File: src/rtl/vec_pkg.sv
// vec_pkg: opcodes, sequencer state encoding and instruction field offsets.
// Field offsets are relative to ADDR_W: instr = {op, ra, rb, addr}.
package vec_pkg;
  localparam logic [1:0] OP_LOAD  = 2'b00;
  localparam logic [1:0] OP_STORE = 2'b01;
  localparam logic [1:0] OP_ADD   = 2'b10;
  localparam logic [1:0] OP_MUL   = 2'b11;
  localparam int RB_OFS = 0;
  localparam int RA_OFS = 2;
  localparam int OP_OFS = 4;
  typedef enum logic [2:0] {
    S_IDLE, S_LD_REQ, S_LD_WB, S_ST_REQ, S_EX_RD, S_EX_WAIT, S_EX_WB
  } state_t;
endpackage

File: src/rtl/vec_rf_sequencer.sv
// vec_rf_sequencer: issue controller sequencing LOAD/STORE/ALU ops onto a 4x512b vector RF.
// Ports: clk, rst_n (async active-low); instr_valid/instr/instr_ready handshake;
//   RF strobes rf_re/rf_raddr1/rf_raddr2/rf_we/rf_dw/rf_waddr/wdata_sel;
//   ALU alu_start/alu_op/alu_done; memory mem_req/mem_we/mem_addr/mem_ack;
//   status done (pulse), err (sticky ALU timeout), retired (wrapping count).
module vec_rf_sequencer
  import vec_pkg::*;
#(
  parameter int ADDR_W      = 9,
  parameter int INSTR_W     = 6 + ADDR_W,
  parameter int ALU_TIMEOUT = 64,
  parameter int CNT_W       = 16
) (
  input  logic               clk,
  input  logic               rst_n,
  input  logic               instr_valid,
  input  logic [INSTR_W-1:0] instr,
  output logic               instr_ready,
  output logic               rf_re,
  output logic [1:0]         rf_raddr1,
  output logic [1:0]         rf_raddr2,
  output logic               rf_we,
  output logic               rf_dw,
  output logic [1:0]         rf_waddr,
  output logic               wdata_sel,
  output logic               alu_start,
  output logic               alu_op,
  input  logic               alu_done,
  output logic               mem_req,
  output logic               mem_we,
  output logic [ADDR_W-1:0]  mem_addr,
  input  logic               mem_ack,
  output logic               done,
  output logic               err,
  output logic [CNT_W-1:0]   retired
);
  localparam int TMR_W = $clog2(ALU_TIMEOUT);
  state_t r_state, w_next;
  logic [1:0] r_op, r_ra, r_rb, w_op, w_ra, w_rb;
  logic [ADDR_W-1:0] r_addr, w_addr;
  logic [TMR_W-1:0] r_timer;
  logic w_accept, w_timeout, w_retire, w_ex, w_rd;
  // Outputs are registered from the next-state decode, so field values must be
  // the freshly accepted ones on the accept edge.
  always_comb begin
    w_accept  = instr_valid && r_state == S_IDLE;
    w_op      = w_accept ? instr[ADDR_W+OP_OFS +: 2] : r_op;
    w_ra      = w_accept ? instr[ADDR_W+RA_OFS +: 2] : r_ra;
    w_rb      = w_accept ? instr[ADDR_W+RB_OFS +: 2] : r_rb;
    w_addr    = w_accept ? instr[ADDR_W-1:0] : r_addr;
    w_timeout = r_state == S_EX_WAIT && !alu_done && r_timer == TMR_W'(ALU_TIMEOUT - 1);
    w_next    = r_state;
    case (r_state)
      S_IDLE:    if (w_accept) w_next = w_op == OP_LOAD ? S_LD_REQ : w_op == OP_STORE ? S_ST_REQ : S_EX_RD;
      S_LD_REQ:  if (mem_ack) w_next = S_LD_WB;
      S_LD_WB:   w_next = S_IDLE;
      S_ST_REQ:  if (mem_ack) w_next = S_IDLE;
      S_EX_RD:   w_next = S_EX_WAIT;
      S_EX_WAIT: w_next = alu_done ? S_EX_WB : w_timeout ? S_IDLE : S_EX_WAIT;
      default:   w_next = S_IDLE;
    endcase
    w_retire = w_next == S_IDLE && r_state != S_IDLE;
    w_ex     = w_next == S_EX_RD || w_next == S_EX_WAIT || w_next == S_EX_WB;
    w_rd     = w_ex || w_next == S_ST_REQ;
  end
  always_ff @(posedge clk or negedge rst_n) begin
    if (!rst_n) begin
      r_state     <= S_IDLE;
      r_op        <= '0;
      r_ra        <= '0;
      r_rb        <= '0;
      r_addr      <= '0;
      r_timer     <= '0;
      instr_ready <= 1'b1;
      rf_re       <= 1'b0;
      rf_raddr1   <= '0;
      rf_raddr2   <= '0;
      rf_we       <= 1'b0;
      rf_dw       <= 1'b0;
      rf_waddr    <= '0;
      wdata_sel   <= 1'b0;
      alu_start   <= 1'b0;
      alu_op      <= 1'b0;
      mem_req     <= 1'b0;
      mem_we      <= 1'b0;
      mem_addr    <= '0;
      done        <= 1'b0;
      err         <= 1'b0;
      retired     <= '0;
    end else begin
      r_state     <= w_next;
      r_op        <= w_op;
      r_ra        <= w_ra;
      r_rb        <= w_rb;
      r_addr      <= w_addr;
      r_timer     <= r_state == S_EX_WAIT ? r_timer + 1'b1 : '0;
      instr_ready <= w_next == S_IDLE;
      rf_re       <= w_rd;
      rf_raddr1   <= w_rd ? w_ra : '0;
      rf_raddr2   <= w_ex ? w_rb : '0;
      rf_we       <= w_next == S_LD_WB;
      rf_dw       <= w_next == S_EX_WB;
      rf_waddr    <= w_next == S_LD_WB ? w_ra : '0;
      wdata_sel   <= w_next == S_EX_WB;
      alu_start   <= w_next == S_EX_RD;
      alu_op      <= w_ex && w_op == OP_MUL;
      mem_req     <= w_next == S_LD_REQ || w_next == S_ST_REQ;
      mem_we      <= w_next == S_ST_REQ;
      mem_addr    <= w_addr;
      done        <= w_retire;
      err         <= err | w_timeout;
      retired     <= retired + CNT_W'(w_retire);
    end
  end
endmodule

File: config.mk
export PLATFORM = sky130hd
export DESIGN_NAME = vec_rf_sequencer
export DESIGN_NICKNAME = d
export VERILOG_FILES = /design/src/rtl/vec_pkg.sv /design/src/rtl/vec_rf_sequencer.sv
export SDC_FILE = /design/constraint.sdc
export NUM_CORES = 1
export LEC_CHECK = 0
export ABC_CLOCK_PERIOD_IN_PS = 4200
export CORE_ASPECT_RATIO = 1.1
export CORE_MARGIN = 2
export CORE_UTILIZATION = 30
export DETAILED_ROUTE_END_ITERATION = 8
export PLACE_DENSITY_LB_ADDON = 0.08
export SYNTH_ARGS = -nofsm -noshare
export SYNTH_HDL_FRONTEND = slang
export SYNTH_SLANG_ARGS = --single-unit
File: constraint.sdc
create_clock -name clk -period 4.2 [get_ports clk]
set_input_delay 0.84 -clock clk [delete_from_list [all_inputs] [get_ports clk]]
set_output_delay 0.84 -clock clk [all_outputs]
set_load 0.05 [all_outputs]
[Word-level counts from Yosys, hierarchy flattened]
Index checks and enable logic that the tools add are counted.
Storage, ports and cells
  bits in registers: 56
  input bits: 20
  output and inout bits: 42
  word-level logic and storage cells: 65
Cells by class
  $add $sub $neg: 2
  equality and inequality tests: 13
  muxes and demuxes: 15
  bitwise logic cells: 1
  reductions and logical operators: 14
Operators with widths (count)
  two-way mux 3 bit: 7
  adder 16 x 1 -> 16 bit: 1
  == test 3 bit (second input constant): 5
  case mux 3 bit (5 select lines): 1
  two-way mux 2 bit: 6
  == test 3 x 2 -> 1 bit (second input constant): 3
  adder 6 x 1 -> 6 bit (second input constant): 1
  == test 3 x 1 -> 1 bit (second input constant): 2
  == test 6 bit (second input constant): 1
  zero test 3 bit: 2
  two-way mux 6 bit: 1
  logical AND 1 bit: 5
  logical OR 1 bit: 4
  nonzero test 3 bit: 1
  == test 2 x 1 -> 1 bit (second input constant): 1
  == test 2 bit (second input constant): 1
  zero test 2 bit: 1
  zero test 1 bit: 1
  bitwise OR 1 bit: 1

[Depth between registers and ports, before layout]
  word-level depth: 13
  gate-level depth with buffers: 11
  gate-level depth less buffers: 11

[Worst setup path before layout]
No wires, ideal clock.
  path type: input to register
  start point: in alu_done
  end point: reg retired[13]
  library setup time: 0.141 ns
  arrival time: 2.642 ns
  required time: 4.059 ns
  path slack: 1.417 ns
  stages on the path: 9
  path buffers: 0
  path through: o31a_1 -> o21bai_2 -> inv_1 -> nor4_1 -> ha_1 -> nand2_1 -> nor3_1 -> nand4_1 -> xnor2_1
Between the ends
  cells in the longest elaborated chain, start to end: 9
Ends and longest elaborated chain
  start, declared: line vec_rf_sequencer.sv:28  | input logic alu_done,
  zero test 1 bit: line vec_rf_sequencer.sv:51  | w_timeout = r_state == S_EX_WAIT && !alu_done && r_timer == TMR_W'(ALU_TIMEOUT - 1);
  logical AND 1 bit (2 in a row): line vec_rf_sequencer.sv:51
  two-way mux 3 bit: line vec_rf_sequencer.sv:59  | S_EX_WAIT: w_next = alu_done ? S_EX_WB : w_timeout ? S_IDLE : S_EX_WAIT;
  two-way mux 3 bit *: line vec_rf_sequencer.sv:59
  case mux 3 bit (5 select lines) *: line vec_rf_sequencer.sv:53  | case (r_state)
  named net w_next[2]: line vec_rf_sequencer.sv:38  | state_t r_state, w_next;
  zero test 3 bit *: line vec_rf_sequencer.sv:62  | w_retire = w_next == S_IDLE && r_state != S_IDLE;
  logical AND 1 bit *: line vec_rf_sequencer.sv:62
  named net w_retire: line vec_rf_sequencer.sv:42  | logic w_accept, w_timeout, w_retire, w_ex, w_rd;
  adder 16 x 1 -> 16 bit *: line vec_rf_sequencer.sv:112  | retired <= retired + CNT_W'(w_retire);
  end signal, assigned: line vec_rf_sequencer.sv:112
  end, declared: line vec_rf_sequencer.sv:35  | output logic [CNT_W-1:0] retired
Mark *: on every way through the listed nets, which the timed path passes. The rest lies on a longest branch.
A chain may end at the register's enable or synchronous reset.

[Worst setup path after layout]
Same ends and word-level chain as after synthesis.

==> run_results.csv <==
group,metric,value,unit
run_status,status,"finished clean",
sta,period_needed,3.345,ns
critical_path,ff2ff_path_depth,11,
layout,regArea,0.001403,mm²
routing,routed_wl,4507,µm
logic_synthesis,syn_nets,200,
clocking,h-tree-depth,2,
routing,vias_per_cell,4.644,
placement,io_buffers,61,
routing,drtIter0Drc,30,
floorplanning,initial_core_util,30.71,%
sta,timing.hold.ws,0.4864,ns
floorplanning,die_w,87.16,µm
critical_path,path_max_fanout,6,
worst_hold_path,hold_path_depth,1,
logic_synthesis,syn_area,0.002282,mm²
placement,pre_cts_ws,0.5104,ns
logic_synthesis,synth-seq-cells,56,
logic_synthesis,synthDistinctLibCells,32,
global_routing,grt_use_total,11.79,%
sta,drv_slew,0,
clocking,cts_resized,0,
sta,finalSetupTns,0,ns
sta,tightest_slew,0.8728,ns
sta,fmax,299.0,MHz
placement,placed_cell_area,0.002969,mm²
critical_path,r2r-start,"r_timer[0]",
sta,finalSetupViolCount,0,
critical_path,rr_endpoint,"retired[13]",
critical_path,setup.worst_path.class,"in2reg",
layout,multi_input_area,814.5,µm²
flow_run,drv_cap,0,
power,power_density,705.8,mW/mm²
clocking,cts_tree,"built",
layout,drive_above_1_share,13.64,%
power,leakagePower,1.348,nW
routing,drtPass1Iterations,4,
clocking,cts.path.max_buffers,2,
worst_hold_path,hold_class,"reg2reg",
clocking,root_buffer,"clkbuf_8",
logic_synthesis,synth_warnings,0,
sta,fin_ws,0.8555,ns
critical_path,worstSetupStartpointType,"primary input",
critical_path,worstPathArrival,3.54,ns
logic_synthesis,syn_avg_cell_area,12.97,µm²
clocking,ctsHoldBuffers,0,
layout,fillerInstances,717,
global_routing,grt_max_degree,40,
critical_path,rrSetupSlack,1.22,ns
layout,layout.nets,265,
clocking,worstSkewPairLatency,0.30,ns
sta,finalHoldViolCount,0,
global_routing,antenna_found_initial,0,
routing,routedWlPerCell,13.70,µm
routing,antenna_left,0,
worst_hold_path,hold_end,"retired[15]",
logic_synthesis,synth_edf_count,0,
placement,globalplace.congestion,0.6980,
layout,fin_area,0.003077,mm²
layout,fin_util,41.40,%
sta,rsz0062_at_grt,"false",
logic_synthesis,seq_area_frac_synth,61.46,%
power,total_power,2.171,mW
critical_path,end_kind,"flop",
floorplanning,ios,62,
power,vdd_ir_drop_max,235.1,µV
routing,vias,1528,
global_routing,grt_pass1_vias,1546,
layout,area_delta_synth_final,34.81,%
logic_synthesis,synth_ff_type,"dfrtp_1",
placement,dp.cells,321,
placement,hpwl,3208,µm
logic_synthesis,synthCells,176,
global_routing,grt_pass1_wl,7631,µm
layout,fin_cells,329,
routing,drc,0,
clocking,cts_setup_buffers,0,
layout,diodes,0,
floorplanning,dieArea,0.008322,mm²
critical_path,crit_start,"alu_done",
clocking,clk_pin_slew,0.10,ns
worst_hold_path,hp-start,"retired[15]",
sta,max_slew_margin,41.82,%
logic_synthesis,synthArstFlopShare,100.0,%
global_routing,globalRouteOverflowTotal,0,
floorplanning,num_rows,33,
critical_path,required,4.40,ns
clocking,cts_sinks,56,
floorplanning,die_h,95.48,µm
sta,period_share,79.63,%
sta,skew,0.002958,ns
floorplanning,coreArea,0.007432,mm²
clocking,cts_buffers,5,
-- flip-flops by register name, indices dropped and copies added (netlist names) --
name,count
err,1
alu_op,1
rf_raddr1,2
r_state,3
rf_we,1
rf_raddr2,2
r_ra,2
rf_waddr,2
r_addr,9
retired,16
mem_we,1
alu_start,1
wdata_sel,1
r_op,2
r_timer,6
rf_re,1
instr_ready,1
mem_req,1
r_rb,2
done,1
-- how the worst max path moves through the flow --
stage | to | slack, ns
5_1_grt | retired[13] | 0.56
4_1_cts | retired[13] | 0.83
6_report | retired[13] | 0.86
3_3_place_gp | retired[13] | 0.67
3_5_place_dp | retired[14] | 0.51
2_1_floorplan | retired[13] | 1.42
-- report_power, final --
group / switching (mW) / internal (mW)
clock network: 0.171 / 0.177
logic: 0.629 / 0.374
registers: 0.115 / 0.704
-- synth_stat cells (2+ instances only) --
library cell   n  area (µm²)
nor3_1         7       35.03
and2_1         6       37.54
and3_1         2       12.51
ha_1           4       50.05
o21ai_0        2       10.01
mux2_2        16       180.2
a21boi_2       2       22.52
nand3_1        8       40.04
inv_1          6       22.52
xnor2_1       10       87.58
nand2_1       12       45.04
buf_4          2       15.01
nand4_1        6       37.54
dfrtp_1       55        1376
buf_6          2       22.52
nor2_1        13       48.80
xor2_1         8       70.07
-- critical path, stage by stage --
cell and delay [ns]:
clkdlybuf4s50_1 0.48, o31a_1 0.34, o21bai_2 0.26, inv_1 0.17, nor4_1 0.39, ha_1 0.34
nand2_1 0.10, nor3_1 0.33, nand4_1 0.16, xnor2_1 0.15
-- per-layer routing --
metal,vias up,GRT usage [%],share of wire (%)
li1,732,-,-
met1,740,15.82,47
met2,50,18.32,45
met3,6,3.463,6.3
met4,0,3.846,1.2
met5,-,0,0
-- cell type report --
type	instances	area share, %
clock buffer	6	2.359
clock inverter	2	1.139
inverter	6	0.7320
multi-input combinational	109	26.47
sequential	56	45.59
tap	87	3.538
timing repair buffer	63	20.17
-- layout by cell type, fill, tap and decap left out, drive strengths merged, types with 2 or more instances in the layout --
cell type and count:
nor2 13, o21ai 2, ha 4, xnor2 10, nor3 7, mux2 16, xor2 8, and2 6
nand2 12, nand4 6, nand3 8, buf 3, dfrtp 55, inv 6, a21boi 2, and3 2
clkdlybuf4s50 60, clkbuf 6, nand3b 2
-- kinds of logic after synthesis --
kind of cell | after synthesis | share of synthesized area [%]
compound gates | 11 | 4.112
xor+xnor | 18 | 6.908
fa+ha+maj | 4 | 2.193
buf+inv | 11 | 2.850
flops | 56 | 61.46
mux | 16 | 7.895
simple gates | 60 | 14.58
(Power assumes the default switching activity.)
